**config.mk**
```make
export PLATFORM = sky130hd
export DESIGN_NAME = ipdc_host_flat
export DESIGN_NICKNAME = d
export VERILOG_FILES = /design/src/rtl/ipdc_host_if.sv /design/src/rtl/ipdc_host.sv /design/src/flat_wrapper.sv
export SDC_FILE = /design/constraint.sdc
export NUM_CORES = 1
export LEC_CHECK = 0
export ABC_AREA = 1
export BUFFER_PORTS_ARGS = -buffer_cell sky130_fd_sc_hd__buf_2
export CORE_MARGIN = 2
export CORE_UTILIZATION = 47
export CTS_BUF_LIST = sky130_fd_sc_hd__clkbuf_16
export DETAILED_ROUTE_END_ITERATION = 6
export PLACE_DENSITY = 0.79
export SETUP_SLACK_MARGIN = 0.15
export SLEW_MARGIN = 10
export SYNTH_ARGS = -nofsm -noshare
export SYNTH_HDL_FRONTEND = slang
export SYNTH_SLANG_ARGS = --single-unit
```
**constraint.sdc**
```tcl
create_clock -name i_clk -period 1.7 [get_ports i_clk]
set_input_delay 0.17 -clock i_clk [delete_from_list [all_inputs] [get_ports i_clk]]
set_output_delay 0.17 -clock i_clk [all_outputs]
set_load 0.01 [all_outputs]
```
**src/rtl/ipdc_host_if.sv**
```systemverilog
// rtl/ipdc_host_if.sv - command, pixel, controller and result signal bundle for ipdc_host
interface ipdc_host_if;
  logic        i_cmd_valid;
  logic [2:0]  i_cmd_mode;
  logic        o_cmd_ready;
  logic        i_pix_valid;
  logic [23:0] i_pix_data;
  logic        o_pix_ready;
  logic        o_op_valid;
  logic [2:0]  o_op_mode;
  logic        o_in_valid;
  logic [23:0] o_in_data;
  logic        i_in_ready;
  logic        i_out_valid;
  logic [23:0] i_out_data;
  logic        o_res_valid;
  logic [23:0] o_res_data;
  logic        o_res_last;
  logic        o_done;
  logic        o_err;
  logic        o_ycbcr;

  modport master (
    input  i_cmd_valid, i_cmd_mode, i_pix_valid, i_pix_data, i_in_ready,
           i_out_valid, i_out_data,
    output o_cmd_ready, o_pix_ready, o_op_valid, o_op_mode, o_in_valid,
           o_in_data, o_res_valid, o_res_data, o_res_last, o_done, o_err, o_ycbcr
  );

  modport slave (
    output i_cmd_valid, i_cmd_mode, i_pix_valid, i_pix_data, i_in_ready,
           i_out_valid, i_out_data,
    input  o_cmd_ready, o_pix_ready, o_op_valid, o_op_mode, o_in_valid,
           o_in_data, o_res_valid, o_res_data, o_res_last, o_done, o_err, o_ycbcr
  );
endinterface

```
**src/rtl/ipdc_host.sv**
```systemverilog
// rtl/ipdc_host.sv - host sequencer: issues ops, streams 64 pixels, collects 16 result beats
module ipdc_host #(
  parameter int TIMEOUT = 1023
) (
  input logic         i_clk,
  input logic         i_rst_n,
  ipdc_host_if.master bus
);
  localparam int TW = $clog2(TIMEOUT + 1);

  typedef enum logic [2:0] {IDLE, ISSUE, LOAD, WAIT_DONE, COLLECT} state_t;

  state_t        state_q, state_d;
  logic [2:0]    mode_q, mode_d;
  logic [5:0]    pix_cnt_q, pix_cnt_d;
  logic [3:0]    beat_cnt_q, beat_cnt_d;
  logic [TW-1:0] tmo_q, tmo_d;
  logic          res_valid_q, res_valid_d;
  logic [23:0]   res_data_q, res_data_d;
  logic          res_last_q, res_last_d;
  logic          done_q, done_d;
  logic          err_q, err_d;
  logic          ycbcr_q, ycbcr_d;

  logic pix_xfer;
  logic tmo_hit;

  assign pix_xfer = (state_q == LOAD) && bus.i_pix_valid && bus.i_in_ready;
  // Expires on the TIMEOUT-th consecutive idle cycle in a waiting state.
  assign tmo_hit  = (tmo_q == TW'(TIMEOUT - 1));

  always_comb begin
    state_d     = state_q;
    mode_d      = mode_q;
    pix_cnt_d   = pix_cnt_q;
    beat_cnt_d  = beat_cnt_q;
    tmo_d       = tmo_q + TW'(1);
    res_valid_d = 1'b0;
    res_data_d  = res_data_q;
    res_last_d  = 1'b0;
    done_d      = 1'b0;
    err_d       = err_q;
    ycbcr_d     = ycbcr_q;

    case (state_q)
      IDLE: begin
        tmo_d      = '0;
        pix_cnt_d  = '0;
        beat_cnt_d = '0;
        if (bus.i_cmd_valid) begin
          mode_d  = bus.i_cmd_mode;
          state_d = ISSUE;
        end
      end
      ISSUE: begin
        tmo_d = '0;
        case (mode_q)
          3'd0:                      state_d = LOAD;
          3'd1, 3'd2, 3'd3, 3'd4:    state_d = COLLECT;
          default:                   state_d = WAIT_DONE;
        endcase
      end
      LOAD: begin
        if (pix_xfer) begin
          tmo_d     = '0;
          pix_cnt_d = pix_cnt_q + 6'd1;
          if (pix_cnt_q == 6'd63) begin
            state_d = WAIT_DONE;
          end
        end else if (tmo_hit) begin
          err_d   = 1'b1;
          tmo_d   = '0;
          state_d = IDLE;
        end
      end
      WAIT_DONE: begin
        if (bus.i_out_valid) begin
          tmo_d   = '0;
          done_d  = 1'b1;
          state_d = IDLE;
          if (mode_q == 3'd6) ycbcr_d = 1'b1;
          if (mode_q == 3'd7) ycbcr_d = 1'b0;
        end else if (tmo_hit) begin
          err_d   = 1'b1;
          tmo_d   = '0;
          state_d = IDLE;
        end
      end
      COLLECT: begin
        // A beat landing on the expiry cycle wins: it clears the timer first.
        if (bus.i_out_valid) begin
          tmo_d       = '0;
          res_valid_d = 1'b1;
          res_data_d  = bus.i_out_data;
          beat_cnt_d  = beat_cnt_q + 4'd1;
          if (beat_cnt_q == 4'd15) begin
            res_last_d = 1'b1;
            done_d     = 1'b1;
            state_d    = IDLE;
          end
        end else if (tmo_hit) begin
          err_d   = 1'b1;
          tmo_d   = '0;
          state_d = IDLE;
        end
      end
      default: begin
        tmo_d   = '0;
        state_d = IDLE;
      end
    endcase
  end

  always_ff @(posedge i_clk or negedge i_rst_n) begin
    if (!i_rst_n) begin
      state_q     <= IDLE;
      mode_q      <= 3'd0;
      pix_cnt_q   <= '0;
      beat_cnt_q  <= '0;
      tmo_q       <= '0;
      res_valid_q <= 1'b0;
      res_data_q  <= 24'd0;
      res_last_q  <= 1'b0;
      done_q      <= 1'b0;
      err_q       <= 1'b0;
      ycbcr_q     <= 1'b0;
    end else begin
      state_q     <= state_d;
      mode_q      <= mode_d;
      pix_cnt_q   <= pix_cnt_d;
      beat_cnt_q  <= beat_cnt_d;
      tmo_q       <= tmo_d;
      res_valid_q <= res_valid_d;
      res_data_q  <= res_data_d;
      res_last_q  <= res_last_d;
      done_q      <= done_d;
      err_q       <= err_d;
      ycbcr_q     <= ycbcr_d;
    end
  end

  assign bus.o_cmd_ready = (state_q == IDLE);
  assign bus.o_op_valid  = (state_q == ISSUE);
  assign bus.o_op_mode   = mode_q;
  assign bus.o_in_valid  = (state_q == LOAD) && bus.i_pix_valid;
  assign bus.o_in_data   = bus.i_pix_data;
  assign bus.o_pix_ready = (state_q == LOAD) && bus.i_in_ready;
  assign bus.o_res_valid = res_valid_q;
  assign bus.o_res_data  = res_data_q;
  assign bus.o_res_last  = res_last_q;
  assign bus.o_done      = done_q;
  assign bus.o_err       = err_q;
  assign bus.o_ycbcr     = ycbcr_q;
endmodule
```
**src/flat_wrapper.sv**
```systemverilog
// flat-port wrapper written by rule: the top's interface ports become plain ports
module ipdc_host_flat 
#(
  parameter int TIMEOUT = 1023
)
  (i_clk, i_rst_n, bus_i_cmd_valid, bus_i_cmd_mode, bus_i_pix_valid, bus_i_pix_data, bus_i_in_ready, bus_i_out_valid, bus_i_out_data, bus_o_cmd_ready, bus_o_pix_ready, bus_o_op_valid, bus_o_op_mode, bus_o_in_valid, bus_o_in_data, bus_o_res_valid, bus_o_res_data, bus_o_res_last, bus_o_done, bus_o_err, bus_o_ycbcr);
  ipdc_host_if bus_i ();
  input logic i_clk;
  input logic i_rst_n;
  input wire logic [$bits(bus_i.i_cmd_valid)-1:0] bus_i_cmd_valid;
  input wire logic [$bits(bus_i.i_cmd_mode)-1:0] bus_i_cmd_mode;
  input wire logic [$bits(bus_i.i_pix_valid)-1:0] bus_i_pix_valid;
  input wire logic [$bits(bus_i.i_pix_data)-1:0] bus_i_pix_data;
  input wire logic [$bits(bus_i.i_in_ready)-1:0] bus_i_in_ready;
  input wire logic [$bits(bus_i.i_out_valid)-1:0] bus_i_out_valid;
  input wire logic [$bits(bus_i.i_out_data)-1:0] bus_i_out_data;
  output wire logic [$bits(bus_i.o_cmd_ready)-1:0] bus_o_cmd_ready;
  output wire logic [$bits(bus_i.o_pix_ready)-1:0] bus_o_pix_ready;
  output wire logic [$bits(bus_i.o_op_valid)-1:0] bus_o_op_valid;
  output wire logic [$bits(bus_i.o_op_mode)-1:0] bus_o_op_mode;
  output wire logic [$bits(bus_i.o_in_valid)-1:0] bus_o_in_valid;
  output wire logic [$bits(bus_i.o_in_data)-1:0] bus_o_in_data;
  output wire logic [$bits(bus_i.o_res_valid)-1:0] bus_o_res_valid;
  output wire logic [$bits(bus_i.o_res_data)-1:0] bus_o_res_data;
  output wire logic [$bits(bus_i.o_res_last)-1:0] bus_o_res_last;
  output wire logic [$bits(bus_i.o_done)-1:0] bus_o_done;
  output wire logic [$bits(bus_i.o_err)-1:0] bus_o_err;
  output wire logic [$bits(bus_i.o_ycbcr)-1:0] bus_o_ycbcr;
  assign bus_i.i_cmd_valid = bus_i_cmd_valid;
  assign bus_i.i_cmd_mode = bus_i_cmd_mode;
  assign bus_i.i_pix_valid = bus_i_pix_valid;
  assign bus_i.i_pix_data = bus_i_pix_data;
  assign bus_i.i_in_ready = bus_i_in_ready;
  assign bus_i.i_out_valid = bus_i_out_valid;
  assign bus_i.i_out_data = bus_i_out_data;
  assign bus_o_cmd_ready = bus_i.o_cmd_ready;
  assign bus_o_pix_ready = bus_i.o_pix_ready;
  assign bus_o_op_valid = bus_i.o_op_valid;
  assign bus_o_op_mode = bus_i.o_op_mode;
  assign bus_o_in_valid = bus_i.o_in_valid;
  assign bus_o_in_data = bus_i.o_in_data;
  assign bus_o_res_valid = bus_i.o_res_valid;
  assign bus_o_res_data = bus_i.o_res_data;
  assign bus_o_res_last = bus_i.o_res_last;
  assign bus_o_done = bus_i.o_done;
  assign bus_o_err = bus_i.o_err;
  assign bus_o_ycbcr = bus_i.o_ycbcr;
  ipdc_host #(.TIMEOUT(TIMEOUT)) u_core (.i_clk(i_clk), .i_rst_n(i_rst_n), .bus(bus_i));
endmodule
```
==> impl_metrics.ini <==
[run_status]
status = complete, no violations

[synth]
ys_warn_count = 0
netlist_area_mm2 = 0.00270
synthArstFlopShare = 1.00
synth.net_count = 385
synth_edf_count = 0
seq_area_frac_synth = 0.510
synth_ff_type = dfrtp_1
ys_types = 25
netlist_instances = 324
synth_seq_cells = 55
syn_area_per_cell_um2 = 8.33

[critical_path]
cp_max_fo = 5
r2r-start = u_core.tmo_q[0]
cp.arrival_ns = 1.37
crit_slowest_cell = dfrtp_1
crit_family = flip-flops
critical_path_required_ns = 1.53
ff2ff_path_depth = 7
crit_buf_inv = 2
critPathKind = flip-flop to output pin
end_kind = output pin
cp-start-kind = flip-flop
max_stage_delay_ns = 0.41
rrSetupSlack_ns = 0.28
crit_chain = inv_1 > nand3_1 > nor2_1 > buf_2
rr_endpoint = u_core.tmo_q[6]

[sta]
rsz0062_at_grt = true
fin_tns_setup_ns = 0
skew_ns = 0.00470
fin_crit_sh = 0.904
relSlewSlack = 0.700
hold_viol = 0
tightest_slew_ns = 0.447
drv_slew = 0
max_freq_mhz = 651
setup_viol = 0
finalWorstSetupSlack_ns = 0.163
post-route-min-period_ns = 1.54

[pwr]
p_leak_nw = 1.74
power_density_mw_per_mm2 = 1490
peakVddDrop_mv = 0.791
fin_total_pwr_mw = 4.70

[global_routing]
gr-usage-all-layers = 0.173
grt_max_degree = 56
grt_pass1_wl_um = 8850
grt_pass1_vias = 2109
antenna_found_initial = 0
grt_overflow = 0

[worst_hold_path]
min_path_type = input port to flip-flop
hold-path-endpoint = u_core.bus.o_res_data[9]
worstHoldStart = bus_i_out_data[9]
hold_depth = 3

[clock_tree]
cts_tree = yes
clkSinkCount = 55
h-tree-depth = 2
numCtsBuffers = 5
path_clk_slew_ns = 0.07
clkLatencyLatePin_ns = 0.28
clockBufferDepth = 2
postCtsSetupRepairBufs = 0
cts_root_buffer = clkbuf_16

[cells_and_area]
drive_above_1_share = 0.233
syn2layout_area_growth_pct = 16.6
post-route-util = 0.568
fin_nets = 434
diodes = 0

[place]
io_buffers = 68
gp_congestion = 0.800
post-place-ws_ns = 0.313
dpl.hpwl_um = 3750

[detailed_routing]
drtIter0Drc = 118
ant_nets = 0
drtPass1Iterations = 5
viasPerCell = 4.78
avgRoutedWirePerCell_um = 11.8
drt-total-wl_um = 5280
drcViolationCount = 0
num_vias = 2130

[floorplan]
core-area_mm2 = 0.00554
rows = 27
die_h_um = 79.8
dieArea_mm2 = 0.00636
io_pins = 117
initial_core_util = 0.487
die_w_um = 79.8

[job]
maxCapViolations = 0
-- through the flow --
step                      cell area (um^2)  hold slack (ns)  cells
final                                 3140           0.0774    446
after global routing                  3140           0.0764    446
after CTS                             3140           0.0725    446
after detailed placement              2940            0.189    437
after global placement                2940            0.188    437
after floorplan                       2700           -0.126    324
-- worst max-delay path by stage --
stage,startpoint,to,depth (start not counted)
after detailed placement,u_core.state_q[1],u_core.beat_cnt_q[2],7
after global routing,u_core.state_q[2],bus_o_in_valid,4
after CTS,u_core.tmo_q[0],u_core.state_q[1],7
final,u_core.state_q[0],bus_o_in_valid,4
after floorplan,u_core.tmo_q[0],u_core.state_q[1],7
after global placement,u_core.state_q[1],u_core.beat_cnt_q[0],7
-- timing repair --
item                                    in CTS  in global routing
endpoints found under the setup margin       0                  8
resized for setup                            0                  4
hold buffers                                 1                  0
hold endpoints to repair                    55                  0
-- registers in the layout, summed over array words and instances (netlist names), 3 cells and up --
register               flops
u_core.state_q             3
u_core.pix_cnt_q           6
u_core.beat_cnt_q          4
u_core.bus.o_op_mode       3
u_core.bus.o_res_data     24
u_core.tmo_q              10
-- logic make-up after synthesis --
family	synth area share
compound gates	0.0311
xor+xnor	0.0325
fa+ha+maj	0.0186
buf+inv	0.127
flops	0.510
mux	0.00371
simple gates	0.277
-- power breakdown --
group | internal [mW] | switching [mW]
Sequential | 1.68 | 0.242
Combinational | 0.568 | 0.923
Clock | 0.839 | 0.442
-- synth_stat cells (2+ instances only) --
library cell	instances	area [um^2]
inv_1	28	105
ha_1	4	50.1
buf_4	25	188
xnor2_1	2	17.5
buf_6	4	45.0
or2_2	2	12.5
o21ai_0	9	45.0
dfrtp_1	55	1380
nand3b_1	2	15.0
nand4_1	3	18.8
nand2_1	115	432
nor2_2	2	12.5
nand2_2	2	12.5
xor2_1	8	70.1
a21oi_1	4	20.0
nand3_1	19	95.1
nor2_1	32	120
-- cell type report --
cell class | instances | area [um^2]
repair buffers | 72 | 398
fillers | 517 | 2400
multi-input cells | 211 | 986
clock buffers | 5 | 125
well taps | 72 | 90.1
inverters | 28 | 105
flip-flops and latches | 55 | 1380
clock inverters | 3 | 63.8
-- per-layer routing --
| layer | track usage | part of all wire |
|---|---|---|
| met1 | 0.215 | 0.43 |
| met2 | 0.296 | 0.51 |
| met3 | 0.0373 | 0.048 |
| met4 | 0.0644 | 0.0076 |
| met5 | 0 | 0 |
-- layout by cell type (no fill, tap or decap), types with 2 or more instances in the layout --
cell and instances:
a21oi_1 4, xnor2_1 2, nand3_1 19, o21ai_1 3, buf_12 2, xor2_1 8, ha_1 4, nor2_1 32
nand2_2 3, nand2_1 114, dfrtp_1 55, clkbuf_16 5, or2_2 2, bufinv_16 2, buf_2 68, inv_1 29
o21ai_0 7, nand3b_1 2, nand4_1 3
-- worst min-delay path: cells and delay by family --
family        cells  cell delay, ns
buf+inv           1            0.07
simple gates      2            0.09
(Power assumes the default switching activity.)
